### config.mk
export PLATFORM = sky130hd
export DESIGN_NAME = watch_mode_ctrl
export DESIGN_NICKNAME = d
export VERILOG_FILES = /design/src/rtl/watch_pkg.sv /design/src/rtl/btn_debounce.sv /design/src/rtl/watch_mode_ctrl.sv
export SDC_FILE = /design/constraint.sdc
export NUM_CORES = 1
export LEC_CHECK = 0
export ABC_AREA = 1
export BUFFER_PORTS_ARGS = -buffer_cell sky130_fd_sc_hd__buf_4
export CORE_ASPECT_RATIO = 0.8
export CORE_UTILIZATION = 30
export DETAILED_ROUTE_END_ITERATION = 6
export GPL_ROUTABILITY_DRIVEN = 0
export PLACE_DENSITY = 0.42
export SLEW_MARGIN = 0
export SYNTH_ARGS = -nofsm -noshare
export SYNTH_HDL_FRONTEND = slang
export SYNTH_SLANG_ARGS = --single-unit
### constraint.sdc
create_clock -name clk -period 1.8 [get_ports clk]
set_clock_uncertainty 0.15 [all_clocks]
set_input_delay 0 -clock clk [delete_from_list [all_inputs] [get_ports clk]]
set_output_delay 0 -clock clk [all_outputs]
set_load 0.005 [all_outputs]
### src/rtl/watch_pkg.sv
// Shared UI state encoding for the watch: mode controller, blink stage and
// time/alarm counters all import these constants.
package watch_pkg;

  typedef enum logic [2:0] {
    ST_NORMAL   = 3'd0,
    ST_SET_HR   = 3'd1,
    ST_SET_MIN  = 3'd2,
    ST_SET_SEC  = 3'd3,
    ST_ALM_VIEW = 3'd4,
    ST_ALM_MIN  = 3'd5,
    ST_ALM_HR   = 3'd6
  } state_t;

  // MODE button walks the ring; anything outside it lands on NORMAL.
  function automatic state_t next_mode(input state_t s);
    case (s)
      ST_NORMAL:   next_mode = ST_SET_HR;
      ST_SET_HR:   next_mode = ST_SET_MIN;
      ST_SET_MIN:  next_mode = ST_SET_SEC;
      ST_SET_SEC:  next_mode = ST_ALM_VIEW;
      ST_ALM_VIEW: next_mode = ST_ALM_MIN;
      ST_ALM_MIN:  next_mode = ST_ALM_HR;
      ST_ALM_HR:   next_mode = ST_NORMAL;
      default:     next_mode = ST_NORMAL;
    endcase
  endfunction

endpackage

### src/rtl/btn_debounce.sv
// Push-button conditioner: 2-FF synchronizer, stability-count debouncer and
// a one-cycle pulse on each accepted press (releases are silent).
module btn_debounce #(
  parameter int DEBOUNCE_CYCLES = 20
) (
  input  logic clk,
  input  logic rst,
  input  logic btn_raw,
  output logic level,
  output logic press
);

  localparam int CW = $clog2(DEBOUNCE_CYCLES + 1);
  localparam logic [CW-1:0] CNT_LAST = CW'(DEBOUNCE_CYCLES - 1);

  logic          sync1_r;
  logic          sync2_r;
  logic          level_r;
  logic          press_r;
  logic [CW-1:0] cnt_r;

  // Synchronize, then flip the level only after an unbroken run of differing samples.
  always_ff @(posedge clk or posedge rst) begin
    if (rst) begin
      sync1_r <= 1'b0;
      sync2_r <= 1'b0;
      level_r <= 1'b0;
      press_r <= 1'b0;
      cnt_r   <= {CW{1'b0}};
    end else begin
      sync1_r <= btn_raw;
      sync2_r <= sync1_r;
      press_r <= 1'b0;
      if (sync2_r == level_r) begin
        cnt_r <= {CW{1'b0}};
      end else if (cnt_r == CNT_LAST) begin
        level_r <= sync2_r;
        press_r <= sync2_r;
        cnt_r   <= {CW{1'b0}};
      end else begin
        cnt_r <= cnt_r + CW'(1);
      end
    end
  end

  assign level = level_r;
  assign press = press_r;

endmodule

### src/rtl/watch_mode_ctrl.sv
// Watch UI controller: debounced MODE/SET buttons drive the display/edit mode,
// one-cycle edit pulses, the alarm enable and an inactivity timeout.
module watch_mode_ctrl
  import watch_pkg::*;
#(
  parameter int DEBOUNCE_CYCLES = 20,
  parameter int TIMEOUT_SEC     = 30
) (
  input  logic       clk,
  input  logic       rst,
  input  logic       btn_mode,
  input  logic       btn_set,
  input  logic       sec_tick,
  output logic [2:0] state,
  output logic       inc_hr,
  output logic       inc_min,
  output logic       zero_sec,
  output logic       alm_inc_hr,
  output logic       alm_inc_min,
  output logic       alm_en
);

  localparam int TW = $clog2(TIMEOUT_SEC + 1);
  localparam logic [TW-1:0] TO_LAST = TW'(TIMEOUT_SEC - 1);

  logic          press_mode_s;
  logic          press_set_s;
  logic          mode_level_unused_s;
  logic          set_level_unused_s;
  state_t        state_r;
  logic [TW-1:0] to_cnt_r;
  logic          inc_hr_r;
  logic          inc_min_r;
  logic          zero_sec_r;
  logic          alm_inc_hr_r;
  logic          alm_inc_min_r;
  logic          alm_en_r;

  btn_debounce #(.DEBOUNCE_CYCLES(DEBOUNCE_CYCLES)) u_deb_mode (
    .clk     (clk),
    .rst     (rst),
    .btn_raw (btn_mode),
    .level   (mode_level_unused_s),
    .press   (press_mode_s)
  );

  btn_debounce #(.DEBOUNCE_CYCLES(DEBOUNCE_CYCLES)) u_deb_set (
    .clk     (clk),
    .rst     (rst),
    .btn_raw (btn_set),
    .level   (set_level_unused_s),
    .press   (press_set_s)
  );

  // Mode FSM, SET decode and timeout; MODE has priority, any press restarts the timeout.
  always_ff @(posedge clk or posedge rst) begin
    if (rst) begin
      state_r       <= ST_NORMAL;
      to_cnt_r      <= {TW{1'b0}};
      inc_hr_r      <= 1'b0;
      inc_min_r     <= 1'b0;
      zero_sec_r    <= 1'b0;
      alm_inc_hr_r  <= 1'b0;
      alm_inc_min_r <= 1'b0;
      alm_en_r      <= 1'b0;
    end else begin
      inc_hr_r      <= 1'b0;
      inc_min_r     <= 1'b0;
      zero_sec_r    <= 1'b0;
      alm_inc_hr_r  <= 1'b0;
      alm_inc_min_r <= 1'b0;
      if (state_r > ST_ALM_HR) begin
        state_r  <= ST_NORMAL;
        to_cnt_r <= {TW{1'b0}};
      end else if (press_mode_s) begin
        state_r  <= next_mode(state_r);
        to_cnt_r <= {TW{1'b0}};
      end else if (press_set_s) begin
        to_cnt_r <= {TW{1'b0}};
        case (state_r)
          ST_NORMAL:   state_r       <= ST_NORMAL;
          ST_SET_HR:   inc_hr_r      <= 1'b1;
          ST_SET_MIN:  inc_min_r     <= 1'b1;
          ST_SET_SEC:  zero_sec_r    <= 1'b1;
          ST_ALM_VIEW: alm_en_r      <= ~alm_en_r;
          ST_ALM_MIN:  alm_inc_min_r <= 1'b1;
          ST_ALM_HR:   alm_inc_hr_r  <= 1'b1;
          default:     state_r       <= ST_NORMAL;
        endcase
      end else if (state_r == ST_NORMAL) begin
        to_cnt_r <= {TW{1'b0}};
      end else if (sec_tick) begin
        if (to_cnt_r == TO_LAST) begin
          state_r  <= ST_NORMAL;
          to_cnt_r <= {TW{1'b0}};
        end else begin
          to_cnt_r <= to_cnt_r + TW'(1);
        end
      end else begin
        to_cnt_r <= to_cnt_r;
      end
    end
  end

  assign state       = state_r;
  assign inc_hr      = inc_hr_r;
  assign inc_min     = inc_min_r;
  assign zero_sec    = zero_sec_r;
  assign alm_inc_hr  = alm_inc_hr_r;
  assign alm_inc_min = alm_inc_min_r;
  assign alm_en      = alm_en_r;

endmodule

==> results of run 1 <==
[worst max-delay path: cells and delay by family (launching register included)]
kind,cells,cell delay (ns)
simple gates,7,0.54
flops,1,0.39
fa+ha+maj,1,0.14
buf+inv,1,0.08
[worst min-delay path by stage]
stage,slack (ns),end,start,depth (start not counted)
2_1_floorplan,-0.12,u_deb_mode.sync1_r$_DFF_PP0_,btn_mode,0
3_3_place_gp,-0.04,u_deb_mode.sync1_r$_DFF_PP0_,btn_mode,1
3_5_place_dp,-0.04,u_deb_mode.sync1_r$_DFF_PP0_,btn_mode,1
4_1_cts,0.20,u_deb_mode.sync2_r$_DFF_PP0_,u_deb_mode.sync1_r$_DFF_PP0_,0
5_1_grt,0.21,u_deb_mode.sync1_r$_DFF_PP0_,btn_mode,2
6_report,0.20,u_deb_set.sync2_r$_DFF_PP0_,u_deb_set.sync1_r$_DFF_PP0_,0
[metrics by stage]
step / util / cell area [sq um] / hold slack (ns)
3_5_place_dp: 0.3511 / 1614 / -0.03941
4_1_cts: 0.3794 / 1744 / 0.2023
3_3_place_gp: 0.3511 / 1614 / -0.04082
5_1_grt: 0.3794 / 1744 / 0.2087
2_1_floorplan: - / 1434 / -0.1186
6_report: 0.3794 / 1744 / 0.2043
[power by group through the flow]
stage               sequential [mW]  clock (mW)  combinational [mW]
detailed placement            0.759           0              0.0540
CTS                           0.745       0.592              0.0608
finish                        0.746       0.556              0.0586
floorplan                     0.757           0              0.0365
global route                  0.747       0.631              0.0678
global placement              0.758           0              0.0525
[flip-flops by register name, indices dropped and copies added (netlist names), 3 cells and up]
name / cells
u_deb_set.cnt_r: 5
u_deb_mode.cnt_r: 5
state: 3
to_cnt_r: 5
[Yosys cell counts (2+ instances only)]
| cell type | n | area share |
|---|---|---|
| a21oi_1 | 2 | 0.0070 |
| dfrtp_1 | 32 | 0.56 |
| ha_1 | 4 | 0.035 |
| inv_1 | 17 | 0.045 |
| inv_2 | 2 | 0.0052 |
| nand2_1 | 37 | 0.097 |
| nand3_1 | 13 | 0.045 |
| nor2_1 | 23 | 0.060 |
| nor2_2 | 2 | 0.0087 |
| nor2_4 | 2 | 0.016 |
| nor3_1 | 3 | 0.010 |
| o21ai_0 | 2 | 0.0070 |
| xnor2_1 | 4 | 0.024 |
| xor2_1 | 5 | 0.031 |
[layout make-up]
cell class / instances / area (sq um) / area share
flip-flops and latches: 32 / 800.8 / 0.4591
multi-input cells: 106 / 561.8 / 0.3221
repair buffers: 18 / 145.1 / 0.08321
clock buffers: 8 / 90.09 / 0.05165
well taps: 60 / 75.07 / 0.04304
inverters: 19 / 71.32 / 0.04089
[timing repair]
item	in CTS	in global routing
setup endpoints to repair	0	0
endpoints found under the hold margin	37	0
hold buffers	4	0
[cell families after synthesis]
| group | synth area share |
|---|---|
| xor gates and xnor gates | 0.05497 |
| adders and majority gates | 0.03491 |
| AOI/OAI and AO/OA | 0.01833 |
| DFF | 0.5585 |
| and+or+nand+nor | 0.2836 |
| buffers and inverters | 0.04974 |
[routing by layer]
layer  vias to the layer above  GRT usage  part of all wire
met5                         -          0                 0
met1                       468     0.1394              0.51
met2                        17     0.1821              0.44
li1                        537          -                 -
met4                         0    0.06136             0.018
met3                         5    0.04286             0.036
==> results.json, run 1 <==
{
  "n_antenna_cell": 0,
  "cts.clk_slew.worst_paths_ns": 0.06,
  "placedCellCount": 231,
  "viasPerCell": 4.226,
  "die_h_um": 63.84,
  "period_share": 0.7873,
  "h-tree-depth": 2,
  "yosysWarnings": 0,
  "setup_viol": 0,
  "synth-seq-cells": 32,
  "worst_setup_path_end_kind": "flop",
  "power.total_mw": 1.361,
  "clock_tree.root_cell": "clkbuf_8",
  "p_per_area_nw_per_um2": 780.1,
  "cp_slowest_stage_delay_ns": 0.39,
  "coreArea_sq_um": 4597,
  "grt_pass1_vias": 1034,
  "ys_seq_area_frac": 0.5585,
  "cts_num_sinks": 32,
  "place_ws_ns": 0.3864,
  "synth.cell_area_sq_um": 1434,
  "setup-tns-final_ns": 0,
  "start_util": 0.3119,
  "mostFrequentLayoutCells": "37 x nand2_1, 32 x dfrtp_1, 23 x nor2_1",
  "ctsResizeCount": 0,
  "r2r_end": "to_cnt_r[0]$_DFFE_PP0P_",
  "synthFlopType": "dfrtp_1",
  "fin_nets": 191,
  "switchingPower_mw": 0.2881,
  "p_sw_frac": 0.2117,
  "io_pins": 14,
  "drt-total-wl_um": 2376,
  "power_frac_comb": 0.043,
  "wl_per_cell_um": 9.778,
  "tightest_slew_ns": 0.4109,
  "hp-class": "reg -> reg",
  "critPathRequiredTime_ns": 1.81,
  "cap_viol_max_count": 0,
  "num_vias": 1027,
  "ys_types": 23,
  "die_w_um": 79.30,
  "synth_area_per_cell_sq_um": 9.133,
  "ir_worst_vdd_mv": 0.2810,
  "async_flop_share": 1.000,
  "p_int_mw": 1.073,
  "hold_viol_final": 0,
  "max_slew_margin": 0.7261,
  "arrival_ns": 1.43,
  "leakagePower_nw": 0.8876,
  "synth_edf_count": 0,
  "antenna_found_initial": 0,
  "layout_commonest_cell": "nand2_1",
  "p_clk_frac": 0.409,
  "drive_gt1_frac": 0.1694,
  "n_fill_cell": 449,
  "grt_pass1_wl_um": 4457,
  "numCtsBuffers": 5,
  "cp_cell_sequence": "inv_1 -> ha_1 -> nand2_1 -> nor2_1 -> nor2_4 -> nand2_1 -> nor2_1 -> nand2_1 -> nand2_1",
  "grt_start_max_net_pins": 33,
  "r2r_cells": 9,
  "timing.rr.start": "to_cnt_r[1]$_DFFE_PP0P_",
  "grt_setup_unrepaired": "no",
  "crit_path_start_kind": "flop",
  "reg2reg_slack_ns": 0.38,
  "ant_nets": 0,
  "drc": 0,
  "startpoint": "to_cnt_r[1]$_DFFE_PP0P_",
  "cpMostUsedCell": "nand2_1",
  "numPortBuffers": 13,
  "crit_path_end": "to_cnt_r[0]$_DFFE_PP0P_",
  "critPathSlowestCell": "dfrtp_1",
  "post_cts.repair.setup_buffers": 0,
  "grt_usage": 0.1165,
  "hpwlAfterDp_um": 1664,
  "slew_viol_final": 0,
  "seqPwrFrac": 0.548,
  "design.die.area_sq_um": 5062,
  "syn2layout_area_growth_pct": 21.64,
  "drt-initial-drc-count": 21,
  "syn_inst": 157,
  "period_minus_slack_ns": 1.417,
  "num_rows": 22,
  "cp_max_fo": 4,
  "fin_cells": 243,
  "cts_tree": "done",
  "clk_latency_ns": 0.28,
  "status": "finished clean",
  "fin_ws_ns": 0.3828,
  "grt-ovfl-total": 0,
  "crit_type": "reg -> reg",
  "syn_nets": 166,
  "clk_path_buf_depth": 2,
  "drt_first_pass_iters": 4,
  "fmax_mhz": 705.6
}
(Power assumes the default switching activity.)
==> run 2, diff against run 1 <==
==> constraint.sdc (replaced) <==
create_clock -name clk -period 1.4 [get_ports clk]
set_clock_uncertainty 0.15 [all_clocks]
set_input_delay 0 -clock clk [delete_from_list [all_inputs] [get_ports clk]]
set_output_delay 0 -clock clk [all_outputs]
set_load 0.005 [all_outputs]
==> run 2 against run 1 <==
Against the previous run: global-route usage rose by 0.68 points; register-to-register slack lost 0.35 ns; maximum frequency up 3.8%; largest cell class unchanged.
==> results.json, run 2 (synthesis gave the netlist of run 1 again) <==
{
  "status": "finished clean",
  "setup_viol": 0,
  "grt_pass1_wl_um": 4698,
  "n_fill_cell": 458,
  "drc": 0,
  "n_antenna_cell": 0,
  "r2r_cells": 9,
  "crit_path_start_kind": "flop",
  "grt-ovfl-total": 0,
  "switchingPower_mw": 0.3836,
  "leakagePower_nw": 0.9772,
  "coreArea_sq_um": 4597,
  "cp_slowest_stage_delay_ns": 0.39,
  "critPathRequiredTime_ns": 1.42,
  "design.die.area_sq_um": 5062,
  "p_sw_frac": 0.2182,
  "worst_setup_path_end_kind": "flop",
  "startpoint": "to_cnt_r[1]$_DFFE_PP0P_",
  "final_util": 0.4121,
  "wl_per_cell_um": 10.26,
  "setup-tns-final_ns": 0,
  "die_w_um": 79.30,
  "largestRegisters": "to_cnt_r: 5 flops, u_deb_mode.cnt_r: 5 flops, u_deb_set.cnt_r: 5 flops",
  "hp-start": "u_deb_set.sync1_r$_DFF_PP0_",
  "grt_setup_unrepaired": "yes",
  "hpwlAfterDp_um": 1871,
  "timing.hold.ws_ns": 0.1996,
  "drt_first_pass_iters": 4,
  "ir_worst_vdd_mv": 0.6288,
  "p_int_mw": 1.374,
  "fmax_mhz": 732.4,
  "crit_family": "simple AND/OR/NAND/NOR gates",
  "clk_path_buf_depth": 2,
  "grt_start_max_net_pins": 33,
  "clock_tree.root_cell": "clkbuf_8",
  "grt_pass1_vias": 1046,
  "p_per_area_nw_per_um2": 928.0,
  "layout_commonest_cell": "nand2_1",
  "numPortBuffers": 13,
  "cts.clk_slew.worst_paths_ns": 0.07,
  "grt_usage": 0.1233,
  "period_share": 0.9752,
  "num_rows": 22,
  "cap_viol_max_count": 0,
  "ant_nets": 0,
  "io_pins": 14,
  "max_slew_margin": 0.7243,
  "numCtsBuffers": 5,
  "slew_viol_final": 0,
  "cts_num_sinks": 32,
  "mostFrequentLayoutCells": "33 x nand2_1, 30 x dfrtp_1, 26 x buf_4",
  "start_util": 0.3119,
  "die_h_um": 63.84,
  "cts_tree": "done",
  "crit_buf_inv": 1,
  "num_vias": 1078,
  "drt-total-wl_um": 2616,
  "h-tree-depth": 2,
  "hold_viol_final": 0,
  "viasPerCell": 4.227,
  "cp_num_cells": 9,
  "power_frac_comb": 0.047,
  "drive_gt1_frac": 0.3026,
  "fin_nets": 203,
  "crit_type": "reg -> reg",
  "p_clk_frac": 0.407,
  "critPathSlowestCell": "dfrtp_1",
  "antenna_found_initial": 0,
  "syn2layout_area_growth_pct": 32.11,
  "hold_depth": 0,
  "hp-class": "reg -> reg",
  "tightest_slew_ns": 0.4136,
  "arrival_ns": 1.39,
  "seqPwrFrac": 0.546,
  "timing.rr.start": "to_cnt_r[1]$_DFFE_PP0P_",
  "cp_cell_sequence": "inv_2 -> ha_4 -> nand2_4 -> nor2_4 -> nor2_4 -> nor2_2 -> nand2_2 -> nand2_1 -> nand2_1",
  "drt-initial-drc-count": 32,
  "clk_latency_ns": 0.28,
  "power.total_mw": 1.758,
  "period_minus_slack_ns": 1.365,
  "cp_max_fo": 4
}
## run 2: per-layer routing
| layer | share of wire | GRT usage |
|---|---|---|
| met1 | 0.50 | 0.1541 |
| met2 | 0.44 | 0.1853 |
| met3 | 0.043 | 0.04286 |
| met4 | 0.020 | 0.06818 |
| met5 | 0 | 0 |
## run 2: cell type report
class	count	area [sq um]	share of cell area
Tap cell	60	75.07	0.03963
Timing Repair Buffer	30	235.2	0.1242
Inverter	19	71.32	0.03765
Clock buffer	6	82.58	0.04359
Clock inverter	2	10.01	0.005284
Multi-Input combinational cell	106	616.8	0.3256
Sequential cell	32	803.3	0.4240
## run 2: worst paths after layout
| check | end | slack (ns) |
|---|---|---|
| setup / recovery | state[0]$_DFFE_PP0P_ | 0.03 |
| setup reg to reg | state[0]$_DFFE_PP0P_ | 0.03 |
| hold / removal | u_deb_set.sync2_r$_DFF_PP0_ | 0.20 |
| min in group asynchronous | u_deb_set.cnt_r[3]$_DFF_PP0_ | 0.22 |
| max in group asynchronous | to_cnt_r[0]$_DFFE_PP0P_ | 0.56 |
| hold reg to reg | u_deb_set.sync2_r$_DFF_PP0_ | 0.20 |
## run 2: power by group through the flow
stage	combinational, mW	sequential, mW	clock, mW
floorplan	0.0470	0.973	0
global placement	0.0700	0.975	0
detailed placement	0.0719	0.976	0
CTS	0.0809	0.959	0.762
global route	0.0972	0.961	0.802
finish	0.0824	0.959	0.716
## run 2: repair_timing
action,4_1_cts,5_1_grt
hold buffers,4,0
pin swaps,0,11
endpoints found under the setup margin,5,14
resized for setup,1,16
buffers inserted,0,2
endpoints found under the hold margin,35,0
## run 2: worst reg2reg max path: stages, from the launching register on
cell and delay [ns]:
dfrtp_1 0.39, inv_2 0.08, ha_4 0.13, nand2_4 0.04, nor2_4 0.12, nor2_4 0.05, nor2_2 0.12, nand2_2 0.07
nand2_1 0.06, nand2_1 0.05
## run 2: stage by stage
step           instance area (sq um)  setup WS, ns  std cells
6_report                        1894       0.03470        255
5_1_grt                         1894      -0.06052        255
4_1_cts                         1824      0.004414        253
3_5_place_dp                    1689     -0.003112        241
3_3_place_gp                    1689       0.02075        241
2_1_floorplan                   1434       0.06448        157
==> run 3, diff against run 2 <==
--- a/config.mk
+++ b/config.mk
@@ -5,7 +5,6 @@
 export SDC_FILE = /design/constraint.sdc
 export NUM_CORES = 1
 export LEC_CHECK = 0
-export ABC_AREA = 1
 export BUFFER_PORTS_ARGS = -buffer_cell sky130_fd_sc_hd__buf_4
 export CORE_ASPECT_RATIO = 0.8
 export CORE_UTILIZATION = 30
==> run 3 against run 2 <==
Against the previous run: combinational power rose to 8.4 times the previous value; utilization up 2.9 points; register-to-register slack worse by 0.19 ns; first-iteration DRC count up 59%; clock power down 8.9%; largest cell class unchanged; the flow now finishes with violations (negative setup slack); setup slack worse by 0.19 ns; clock-buffer cell count unchanged; design area up 0.99%; critical endpoint is now state[2]$_DFFE_PP0P_; synthesized area down 2.2%.
==> results.json, run 3 <==
{
  "grt_start_max_net_pins": 33,
  "tightest_slew_ns": 0.4682,
  "synth.top_cells.by_count": "32 x dfrtp_1, 13 x nor2_1, 7 x nand3b_1",
  "ys_seq_area_frac": 0.5709,
  "placed_cell_area_sq_um": 1735,
  "syn_inst": 123,
  "layout_commonest_cell": "buf_4",
  "grt.met2_usage": 0.1996,
  "grt_pass1_wl_um": 4733,
  "start_util": 0.3235,
  "fmax_mhz": 644.0,
  "crit_type": "reg -> reg",
  "seqPwrFrac": 0.450,
  "cts_num_sinks": 32,
  "busiest_layer": "met2",
  "synthFlopType": "dfrtp_1",
  "num_rows": 21,
  "synth_edf_count": 0,
  "cts_tree": "done",
  "drive_gt1_frac": 0.4072,
  "switchingPower_mw": 0.7069,
  "cap_viol_max_count": 0,
  "worst_setup_path_end_kind": "flop",
  "power_frac_comb": 0.283,
  "design.die.area_sq_um": 4955,
  "period_share": 1.109,
  "clk_path_buf_depth": 2,
  "die_h_um": 63.16,
  "hold_viol_final": 0,
  "grt_usage": 0.1273,
  "arrival_ns": 1.57,
  "clk_latency_ns": 0.27,
  "p_int_mw": 1.735,
  "antenna_found_initial": 0,
  "largestRegisters": "to_cnt_r: 5 flops, u_deb_mode.cnt_r: 5 flops, u_deb_set.cnt_r: 5 flops",
  "yosysWarnings": 0,
  "synth-seq-cells": 32,
  "max_slew_margin": 0.6856,
  "met1_usage": 0.1566,
  "n_antenna_cell": 0,
  "io_pins": 14,
  "grt_setup_unrepaired": "yes",
  "final_cell_area_sq_um": 1913,
  "hp-class": "in -> reg",
  "mostFrequentLayoutCells": "36 x buf_4, 32 x dfrtp_1, 13 x nor2_1",
  "drt_first_pass_iters": 4,
  "ys_types": 32,
  "viasPerCell": 4.594,
  "leakagePower_nw": 0.8776,
  "h-tree-depth": 2,
  "synth.most_common_cell": "dfrtp_1",
  "die_w_um": 78.45,
  "numCtsBuffers": 5,
  "synth.cell_area_sq_um": 1403,
  "setup_viol": 7,
  "cts.clk_slew.worst_paths_ns": 0.06,
  "p_clk_frac": 0.267,
  "drt-initial-drc-count": 51,
  "grt_pass1_vias": 1071,
  "status": "finished, violations left",
  "p_sw_frac": 0.2895,
  "drc": 0,
  "p_per_area_nw_per_um2": 1276,
  "clock_tree.root_cell": "clkbuf_8",
  "hpwlAfterDp_um": 1840,
  "async_flop_share": 1.000,
  "fin_nets": 176,
  "syn2layout_area_growth_pct": 36.40,
  "cp_max_fo": 2,
  "synth.area.top_cells": "dfrtp_1 57%, nand3b_1 3.7%, xor2_1 3.7%, ha_1 3.6%, nor2_1 3.5%",
  "coreArea_sq_um": 4335,
  "crit_path_start_kind": "flop",
  "critPathRequiredTime_ns": 1.41,
  "ant_nets": 0,
  "met3_usage": 0.04348,
  "ir_worst_vdd_mv": 0.6330,
  "grt-ovfl-total": 0,
  "wl_per_cell_um": 12.09,
  "drt-total-wl_um": 2709,
  "slew_viol_final": 0,
  "setup-tns-final_ns": -0.6998,
  "timing.hold.ws_ns": 0.05623,
  "synth_area_per_cell_sq_um": 11.40,
  "yosysTopAreaCellShare": 0.5709,
  "fin_ws_ns": -0.1528,
  "violations": "negative setup slack",
  "numPortBuffers": 13,
  "num_vias": 1029,
  "period_minus_slack_ns": 1.553,
  "syn_nets": 132,
  "yosys.area.top_type": "dfrtp_1"
}
run 3: cell count changes after synthesis, sizes merged, moves of 3 or more:
cell / delta
inv: -15
nand2b: +6
nand2: -33
nor2: -14
a21oi: +4
nor3: +3
mux2: +3
nand3b: +7
nand3: -10
run 3: worst max-delay path: stages, from the launching register on:
cell and delay (ns):
dfrtp_1 0.38, inv_1 0.06, ha_2 0.17, nand2_2 0.05, or4_4 0.42, a31o_2 0.22
run 3: final timing paths:
kind                                             start                     endpoint  slack, ns  cells after the start
setup / recovery               to_cnt_r[1]$_DFFE_PP0P_         state[2]$_DFFE_PP0P_      -0.15                      5
hold / removal                                sec_tick      to_cnt_r[3]$_DFFE_PP0P_       0.06                      4
setup reg to reg               to_cnt_r[1]$_DFFE_PP0P_         state[2]$_DFFE_PP0P_      -0.15                      5
hold reg to reg            u_deb_set.sync1_r$_DFF_PP0_  u_deb_set.sync2_r$_DFF_PP0_       0.20                      0
max in group asynchronous                          rst           zero_sec$_DFF_PP0_       0.58                      4
min in group asynchronous                          rst  u_deb_set.sync1_r$_DFF_PP0_       0.23                      4
run 3: metrics by stage:
step	util	setup slack (ns)	cells	power, mW
after CTS	0.4332	-0.1570	223	2.459
after detailed placement	0.4003	-0.1547	212	1.742
after floorplan	-	-0.1604	123	1.472
after global routing	0.4413	-0.2024	224	2.610
final	0.4413	-0.1528	224	2.442
after global placement	0.4003	-0.1303	212	1.750
run 3: cell families (layout without fill, tap and decap cells):
logic type / count (synthesis) / after routing / synth area share
DFF: 32 / 32 / 0.5709
AOI/OAI and AO/OA: 15 / 15 / 0.06780
muxes: 3 / 3 / 0.02408
adders and majority gates: 4 / 4 / 0.03568
buffers and inverters: 7 / 51 / 0.02497
xor gates and xnor gates: 8 / 8 / 0.04996
and+or+nand+nor: 54 / 54 / 0.2266
run 3: area by class of cell:
type	count	area (sq um)
clock inverters	1	5.005
repair buffers	40	310.3
inverters	4	15.01
flip-flops and latches	32	800.8
clock buffers	6	72.57
fillers	411	2422
multi-input cells	84	638.1
well taps	57	71.32
run 3: metal layers:
layer / up-vias / part of all wire
met3: 5 / 0.036
met5: - / 0
li1: 509 / -
met2: 16 / 0.48
met4: 0 / 0.013
met1: 499 / 0.47
run 3: timing repair:
action | in CTS | in global routing
hold buffers | 4 | 0
pin swaps | 2 | 5
endpoints found under the setup margin | 9 | 13
resized for setup | 6 | 8
endpoints found under the hold margin | 37 | 0
setup buffers | 0 | 1
run 3: power groups by stage:
stage,logic (mW),clock network (mW),registers [mW]
2_1_floorplan,0.344,0,1.13
3_3_place_gp,0.638,0,1.11
3_5_place_dp,0.631,0,1.11
4_1_cts,0.681,0.680,1.10
5_1_grt,0.761,0.735,1.11
6_report,0.692,0.652,1.10
